<file path="config.mk">
export PLATFORM = sky130hd
export DESIGN_NAME = wb_cmd_bridge
export DESIGN_NICKNAME = d
export VERILOG_FILES = /design/src/rtl/wb_cmd_bridge_pkg.sv /design/src/rtl/wb_cmd_bridge_tx_shifter.sv /design/src/rtl/wb_cmd_bridge.sv
export SDC_FILE = /design/constraint.sdc
export NUM_CORES = 1
export LEC_CHECK = 0
export ABC_CLOCK_PERIOD_IN_PS = 7300
export CAP_MARGIN = 15
export CELL_PAD_IN_SITES_DETAIL_PLACEMENT = 0
export CELL_PAD_IN_SITES_GLOBAL_PLACEMENT = 1
export CORE_UTILIZATION = 44
export CTS_CLUSTER_SIZE = 40
export DETAILED_ROUTE_END_ITERATION = 8
export GPL_TIMING_DRIVEN = 0
export PLACE_DENSITY = 0.84
export SLEW_MARGIN = 10
export SYNTH_ARGS = -nofsm -noshare
export SYNTH_HDL_FRONTEND = slang
export SYNTH_HIERARCHICAL = 1
export SYNTH_SLANG_ARGS = --single-unit
</file>
<file path="constraint.sdc">
create_clock -name clk -period 7.3 [get_ports clk]
set_clock_uncertainty 0.05 [all_clocks]
set_input_delay 1.095 -clock clk [delete_from_list [all_inputs] [get_ports clk]]
set_output_delay 1.095 -clock clk [all_outputs]
set_load 0.05 [all_outputs]
</file>
<file path="src/rtl/wb_cmd_bridge_pkg.sv">
//------------------------------------------------------------------------------
// Module : wb_cmd_bridge_pkg
// Brief  : Shared opcode fields, width codes, response codes and FSM states
//          for the byte-stream Wishbone command bridge.
// Rev    : 1.0  initial release
//------------------------------------------------------------------------------
`default_nettype none

package wb_cmd_bridge_pkg;

    localparam int         c_op_we   = 7;
    localparam logic [1:0] c_w_byte  = 2'b00;
    localparam logic [1:0] c_w_half  = 2'b01;
    localparam logic [1:0] c_w_word  = 2'b10;
    localparam logic [7:0] c_rsp_ok  = 8'hAA;
    localparam logic [7:0] c_rsp_err = 8'hEE;

    typedef enum logic [2:0] {
        S_IDLE  = 3'd0,
        S_ADDR  = 3'd1,
        S_WDATA = 3'd2,
        S_REQ   = 3'd3,
        S_WAIT  = 3'd4,
        S_RESP  = 3'd5
    } state_t;

    function automatic logic [2:0] width_bytes(input logic [1:0] w);
        case (w)
            c_w_byte: return 3'd1;
            c_w_half: return 3'd2;
            default:  return 3'd4;
        endcase
    endfunction

    function automatic logic [31:0] mask_width(input logic [1:0] w, input logic [31:0] d);
        case (w)
            c_w_byte: return {24'h0, d[7:0]};
            c_w_half: return {16'h0, d[15:0]};
            default:  return d;
        endcase
    endfunction

endpackage

`default_nettype wire

</file>
<file path="src/rtl/wb_cmd_bridge_tx_shifter.sv">
//------------------------------------------------------------------------------
// Module : wb_cmd_bridge_tx_shifter
// Brief  : Emits a header byte followed by up to four word bytes (LSB first),
//          one byte per non-busy cycle; pulses o_done with the last byte.
// Rev    : 1.0  initial release
//------------------------------------------------------------------------------
`default_nettype none

module wb_cmd_bridge_tx_shifter (
    input  logic        clk,
    input  logic        reset,
    input  logic        i_load,
    input  logic [2:0]  i_count,
    input  logic [31:0] i_word,
    input  logic [7:0]  i_header,
    input  logic        i_tx_busy,
    output logic [7:0]  o_tx_data,
    output logic        o_tx_valid,
    output logic        o_done
);

    logic [39:0] r_buf;
    logic [2:0]  r_left;
    logic        w_fire;

    assign w_fire     = (r_left != 3'd0) && !i_tx_busy;
    assign o_tx_valid = w_fire;
    assign o_tx_data  = w_fire ? r_buf[7:0] : 8'h00;
    assign o_done     = w_fire && (r_left == 3'd1);

    always_ff @(posedge clk or posedge reset) begin
        if (reset) begin
            r_buf  <= 40'h0;
            r_left <= 3'd0;
        end else if (i_load) begin
            r_buf  <= {i_word, i_header};
            r_left <= i_count + 3'd1;
        end else if (w_fire) begin
            r_buf  <= {8'h00, r_buf[39:8]};
            r_left <= r_left - 3'd1;
        end
    end

endmodule

`default_nettype wire

</file>
<file path="src/rtl/wb_cmd_bridge.sv">
//------------------------------------------------------------------------------
// Module : wb_cmd_bridge
// Brief  : Parses opcode/address/data bytes from a UART stream, runs one
//          Wishbone transfer at a time and returns status plus read data.
// Rev    : 1.0  initial release
//------------------------------------------------------------------------------
`default_nettype none

module wb_cmd_bridge
    import wb_cmd_bridge_pkg::*;
#(
    parameter int ADDR_WIDTH = 6,
    parameter int TIMEOUT    = 15
) (
    input  logic                  clk,
    input  logic                  reset,
    input  logic [7:0]            i_rx_data,
    input  logic                  i_rx_valid,
    output logic [7:0]            o_tx_data,
    output logic                  o_tx_valid,
    input  logic                  i_tx_busy,
    output logic                  o_wb_cyc,
    output logic                  o_wb_stb,
    input  logic                  i_wb_stall,
    input  logic                  i_wb_ack,
    output logic                  o_wb_we,
    output logic [1:0]            o_wb_width,
    output logic [ADDR_WIDTH-1:0] o_wb_addr,
    output logic [31:0]           o_wb_data,
    input  logic [31:0]           i_wb_data
);

    localparam int         c_addr_bytes = (ADDR_WIDTH + 7) / 8;
    localparam logic [2:0] c_addr_last  = 3'(c_addr_bytes - 1);
    localparam int         c_tw         = $clog2(TIMEOUT + 1);

    state_t                r_state, w_next;
    logic                  r_we;
    logic [1:0]            r_width;
    logic [ADDR_WIDTH-1:0] r_addr;
    logic [31:0]           r_wdata;
    logic [2:0]            r_cnt;
    logic [c_tw-1:0]       r_timer;

    logic        w_op_legal;
    logic [2:0]  w_nbytes;
    logic        w_load;
    logic [7:0]  w_load_hdr;
    logic [2:0]  w_load_cnt;
    logic [31:0] w_load_word;
    logic        w_tx_done;

    assign w_op_legal = (i_rx_data[6:2] == 5'd0) && (i_rx_data[1:0] != 2'b11);
    assign w_nbytes   = width_bytes(r_width);

    assign o_wb_cyc   = (r_state == S_REQ) || (r_state == S_WAIT);
    assign o_wb_stb   = (r_state == S_REQ);
    assign o_wb_we    = r_we;
    assign o_wb_width = r_width;
    assign o_wb_addr  = r_addr;
    assign o_wb_data  = r_wdata;

    always_ff @(posedge clk or posedge reset) begin
        if (reset) begin
            r_state <= S_IDLE;
        end else begin
            r_state <= w_next;
        end
    end

    always_comb begin
        w_next      = r_state;
        w_load      = 1'b0;
        w_load_hdr  = c_rsp_ok;
        w_load_cnt  = 3'd0;
        w_load_word = 32'h0;
        case (r_state)
            S_IDLE: begin
                if (i_rx_valid) begin
                    if (w_op_legal) begin
                        w_next = S_ADDR;
                    end else begin
                        w_next     = S_RESP;
                        w_load     = 1'b1;
                        w_load_hdr = c_rsp_err;
                    end
                end
            end
            S_ADDR: begin
                if (i_rx_valid && (r_cnt == c_addr_last)) begin
                    w_next = r_we ? S_WDATA : S_REQ;
                end
            end
            S_WDATA: begin
                if (i_rx_valid && (r_cnt == (w_nbytes - 3'd1))) begin
                    w_next = S_REQ;
                end
            end
            S_REQ: begin
                if (!i_wb_stall) begin
                    w_next = S_WAIT;
                end
            end
            S_WAIT: begin
                if (i_wb_ack) begin
                    w_next      = S_RESP;
                    w_load      = 1'b1;
                    w_load_cnt  = r_we ? 3'd0 : w_nbytes;
                    w_load_word = mask_width(r_width, i_wb_data);
                end else if (r_timer == c_tw'(TIMEOUT - 1)) begin
                    w_next     = S_RESP;
                    w_load     = 1'b1;
                    w_load_hdr = c_rsp_err;
                end
            end
            S_RESP: begin
                if (w_tx_done) begin
                    w_next = S_IDLE;
                end
            end
            default: w_next = S_IDLE;
        endcase
    end

    // Command field capture; r_cnt indexes address bytes, then data bytes.
    always_ff @(posedge clk or posedge reset) begin
        if (reset) begin
            r_we    <= 1'b0;
            r_width <= 2'b00;
            r_addr  <= '0;
            r_wdata <= 32'h0;
            r_cnt   <= 3'd0;
            r_timer <= '0;
        end else begin
            r_timer <= (r_state == S_WAIT) ? r_timer + 1'b1 : '0;
            if (i_rx_valid) begin
                case (r_state)
                    S_IDLE: begin
                        r_we    <= i_rx_data[c_op_we];
                        r_width <= i_rx_data[1:0];
                        r_wdata <= 32'h0;
                        r_cnt   <= 3'd0;
                    end
                    S_ADDR: begin
                        r_addr <= ADDR_WIDTH'({r_addr, i_rx_data});
                        r_cnt  <= (r_cnt == c_addr_last) ? 3'd0 : r_cnt + 3'd1;
                    end
                    S_WDATA: begin
                        r_wdata[8*r_cnt[1:0] +: 8] <= i_rx_data;
                        r_cnt                      <= r_cnt + 3'd1;
                    end
                    default: ;
                endcase
            end
        end
    end

    wb_cmd_bridge_tx_shifter u_tx (
        .clk        (clk),
        .reset      (reset),
        .i_load     (w_load),
        .i_count    (w_load_cnt),
        .i_word     (w_load_word),
        .i_header   (w_load_hdr),
        .i_tx_busy  (i_tx_busy),
        .o_tx_data  (o_tx_data),
        .o_tx_valid (o_tx_valid),
        .o_done     (w_tx_done)
    );

endmodule

`default_nettype wire

</file>
==> metrics.txt <==
outcome=finished clean; Total Wirelength=roughly 13000 µm; Residual DRC=0; Final Max Slew Viols=0; Cells after DPL=~700; Die Footprint=approximately 12000 µm²; setup TNS=0 ps; Starting Density=between 40 and 50%; RSZ-0062 raised after global routing=false; FMAX=between 200 and 250 MHz; GP Congestion=roughly 0.81; Hold Vio Cnt, Final=0; number of enable flip-flop cells after synthesis=0; layout net count=~630; Syn Inst Count=461; Critical Path Source Type=register; pre-CTS setup slack=2940 ps; share of the synthesized area in the top cell type=47.3%; prevailing post-synth register cell=dfrtp_1; ANT nets after route=0; H-tree level count=3; minimum clock period=between 4000 and 5000 ps; vias in the first global route=slightly below 4000; Clock Sinks=94; clock buffer depth=2; Synth warnings=6; diodes inserted=0; postcts setup bufs=0; clk root buf=clkbuf_16; Synth cell types=54; TritonCTS buffer count=9; Seq/Total Area, Yosys=~47%; critical path arrival=2980 ps; Synth area leaders=dfrtp_1, a22o_1, nor4b_1; Layout Area Growth over Synthesis=30.3%; leak pwr=approximately 2.8 nW; fin cells=719; initial antenna violation count=0; Via density=between 5 and 6; final setup margin=3180 ps; flops & latches, synth=94; total power per unit cell area=329 nW/µm²; CTS tree=done; Die Ht=108 µm; crit-path max FO=10; peak supply drop=between 0.00015 and 0.0002 V; dpl hpwl=approximately 9400 µm; DRT Pass-1 Iters=5; Horiz. Die Dim=between 100 and 150 µm; synthesized area=slightly below 5000 µm²; Post-CTS Hold Fix Bufs=0; average routed wire per standard cell=17.5 µm; IO buf count=between 90 and 100; layout cells sized above 1=slightly below 10%; Worst Path Required=a little over 6000 ps; Slew HR=around a third; most common cell after layout, fill and taps aside=clkdlybuf4s50_1; most frequent cells in the layout=clkdlybuf4s50_1, dfrtp_1, and2_1; largest net degree at the start of global routing=32; flop2flop setup slack=between 4000 and 5000 ps; Starting DRT DRC Count=approximately 240; Fillers=963; Final Cycle Share=~56%; Worst Hold Path Cells=1; GRT Util Overall=approximately 22%; Via Count=just over 4000; Slew @ Worst Pin=1000 ps; PostCTS Resize Cnt=0; crit end category=output pin; ys async rst share=100%; top cell type by total area after synthesis=dfrtp_1; max-cap viol count=0; Clock Pin Slew Worst Setup and Hold Paths=70 ps; Std-Cell Rows=38; first-pass GRT wire length=between 20000 and 25000 µm; worst reg2reg path depth=9; Setup Crit Path Kind=reg2out; Setup violations, final=0; Mean Syn Cell Area=approximately 11 µm²; Hold/Removal Path Class=reg2reg; Placeable Area=between 10000 and 15000 µm²; num ports=98; clock latency on the worst-skew pair=between 300 and 400 ps; Congestion Overflow GR=0
[kinds of logic (layout without fill, tap and decap cells)]
kind of cell / after synthesis / in the layout / synth area share [%]
xor gates and xnor gates: 7 / 7 / 1.23
other: 2 / 6 / 0.151
AOI/OAI and AO/OA: 110 / 110 / 18.0
buffers and inverters: 57 / 171 / 5.16
DFF: 94 / 94 / 47.3
muxes: 11 / 11 / 2.47
adders and majority gates: 13 / 13 / 3.27
and+or+nand+nor: 167 / 167 / 22.4
[worst paths after layout]
check                                     from             end
worst min-delay path                r_timer[0]      r_timer[0]
min in group asynchronous                reset   u_tx/r_buf[1]
worst max-delay path            u_tx/r_left[0]    o_tx_data[6]
worst max register to register      r_state[2]  u_tx/r_buf[23]
max in group asynchronous                reset      r_timer[1]
worst min register to register      r_timer[0]      r_timer[0]
[routing by layer]
layer  global-route usage, %  vias to the layer above  part of all wire [%]
met2                    35.1                      116                    47
li1                        -                     1921                     -
met3                    3.62                       17                   4.4
met5                       0                        -                     0
met1                    31.5                     2024                    47
met4                    8.30                        0                   2.0
[where the power goes]
part | internal, W | switching [W] | total [W]
combinational | 0.000354 | 0.000600 | 0.000954
sequential | 0.000611 | 0.0000718 | 0.000683
clock | 0.000281 | 0.000213 | 0.000494
total | 0.00125 | 0.000885 | 0.00213
[per-stage QoR]
stage | hold slack [ps] | cell area, µm² | power (W) | util (%)
after floorplan | 404 | 4990 | 0.00135 | -
after global placement | 420 | 6120 | 0.00161 | 56.0
after detailed placement | 433 | 6160 | 0.00164 | 56.4
after CTS | 442 | 6480 | 0.00214 | 59.2
after global routing | 467 | 6480 | 0.00225 | 59.2
final | 440 | 6480 | 0.00213 | 59.2
[synth_stat cells, types with 2 or more instances]
master / instances
nor4_4: 2
a22o_1: 33
clkbuf_1: 23
nand4_1: 2
o221ai_1: 2
and2_1: 41
nor2b_1: 27
a221o_1: 25
nand2b_1: 4
mux2_2: 10
o21ai_0: 21
xnor2_1: 6
clkinv_1: 2
nor4b_1: 32
o21ai_1: 2
o31ai_1: 2
buf_2: 12
nor3b_1: 2
nor2_2: 2
or4_1: 3
or3_1: 3
conb_1: 2
nand2_1: 16
a31oi_1: 3
ha_1: 13
a21oi_1: 3
nor3_1: 5
inv_1: 15
buf_6: 3
dfrtp_1: 94
nor2_1: 10
o22ai_1: 2
o21ai_2: 2
a311o_1: 8
and3_1: 10
[area by class of cell]
class	instances	area [µm²]	share of cell area (%)
multi-input cells	314	2380	36.7
flip-flops and latches	94	2350	36.3
repair buffers	98	1000	15.5
clock buffers	10	239	3.69
plain buffers	40	193	2.97
well taps	140	175	2.70
clock inverters	6	76.3	1.18
inverters	17	63.8	0.985
[state kept, by name, summed over array words and instances, names as in the netlist]
| register | cells |
|---|---|
| u_tx/r_buf | 40 |
| o_wb_data | 32 |
| o_wb_addr | 6 |
| r_timer | 4 |
| r_cnt | 3 |
| r_state | 3 |
| u_tx/r_left | 3 |
| o_wb_width | 2 |
| o_wb_we | 1 |
[worst max-delay path: stages, from the launching register on]
cell             delay (ps)
dfrtp_1                 410
inv_1                    70
ha_1                    200
ha_1                    170
buf_2                   150
or2_1                   240
buf_6                   130
inv_1                   100
buf_2                   210
and2_1                  150
clkdlybuf4s50_1         800
Note: power is estimated with default switching activity, not from simulation.
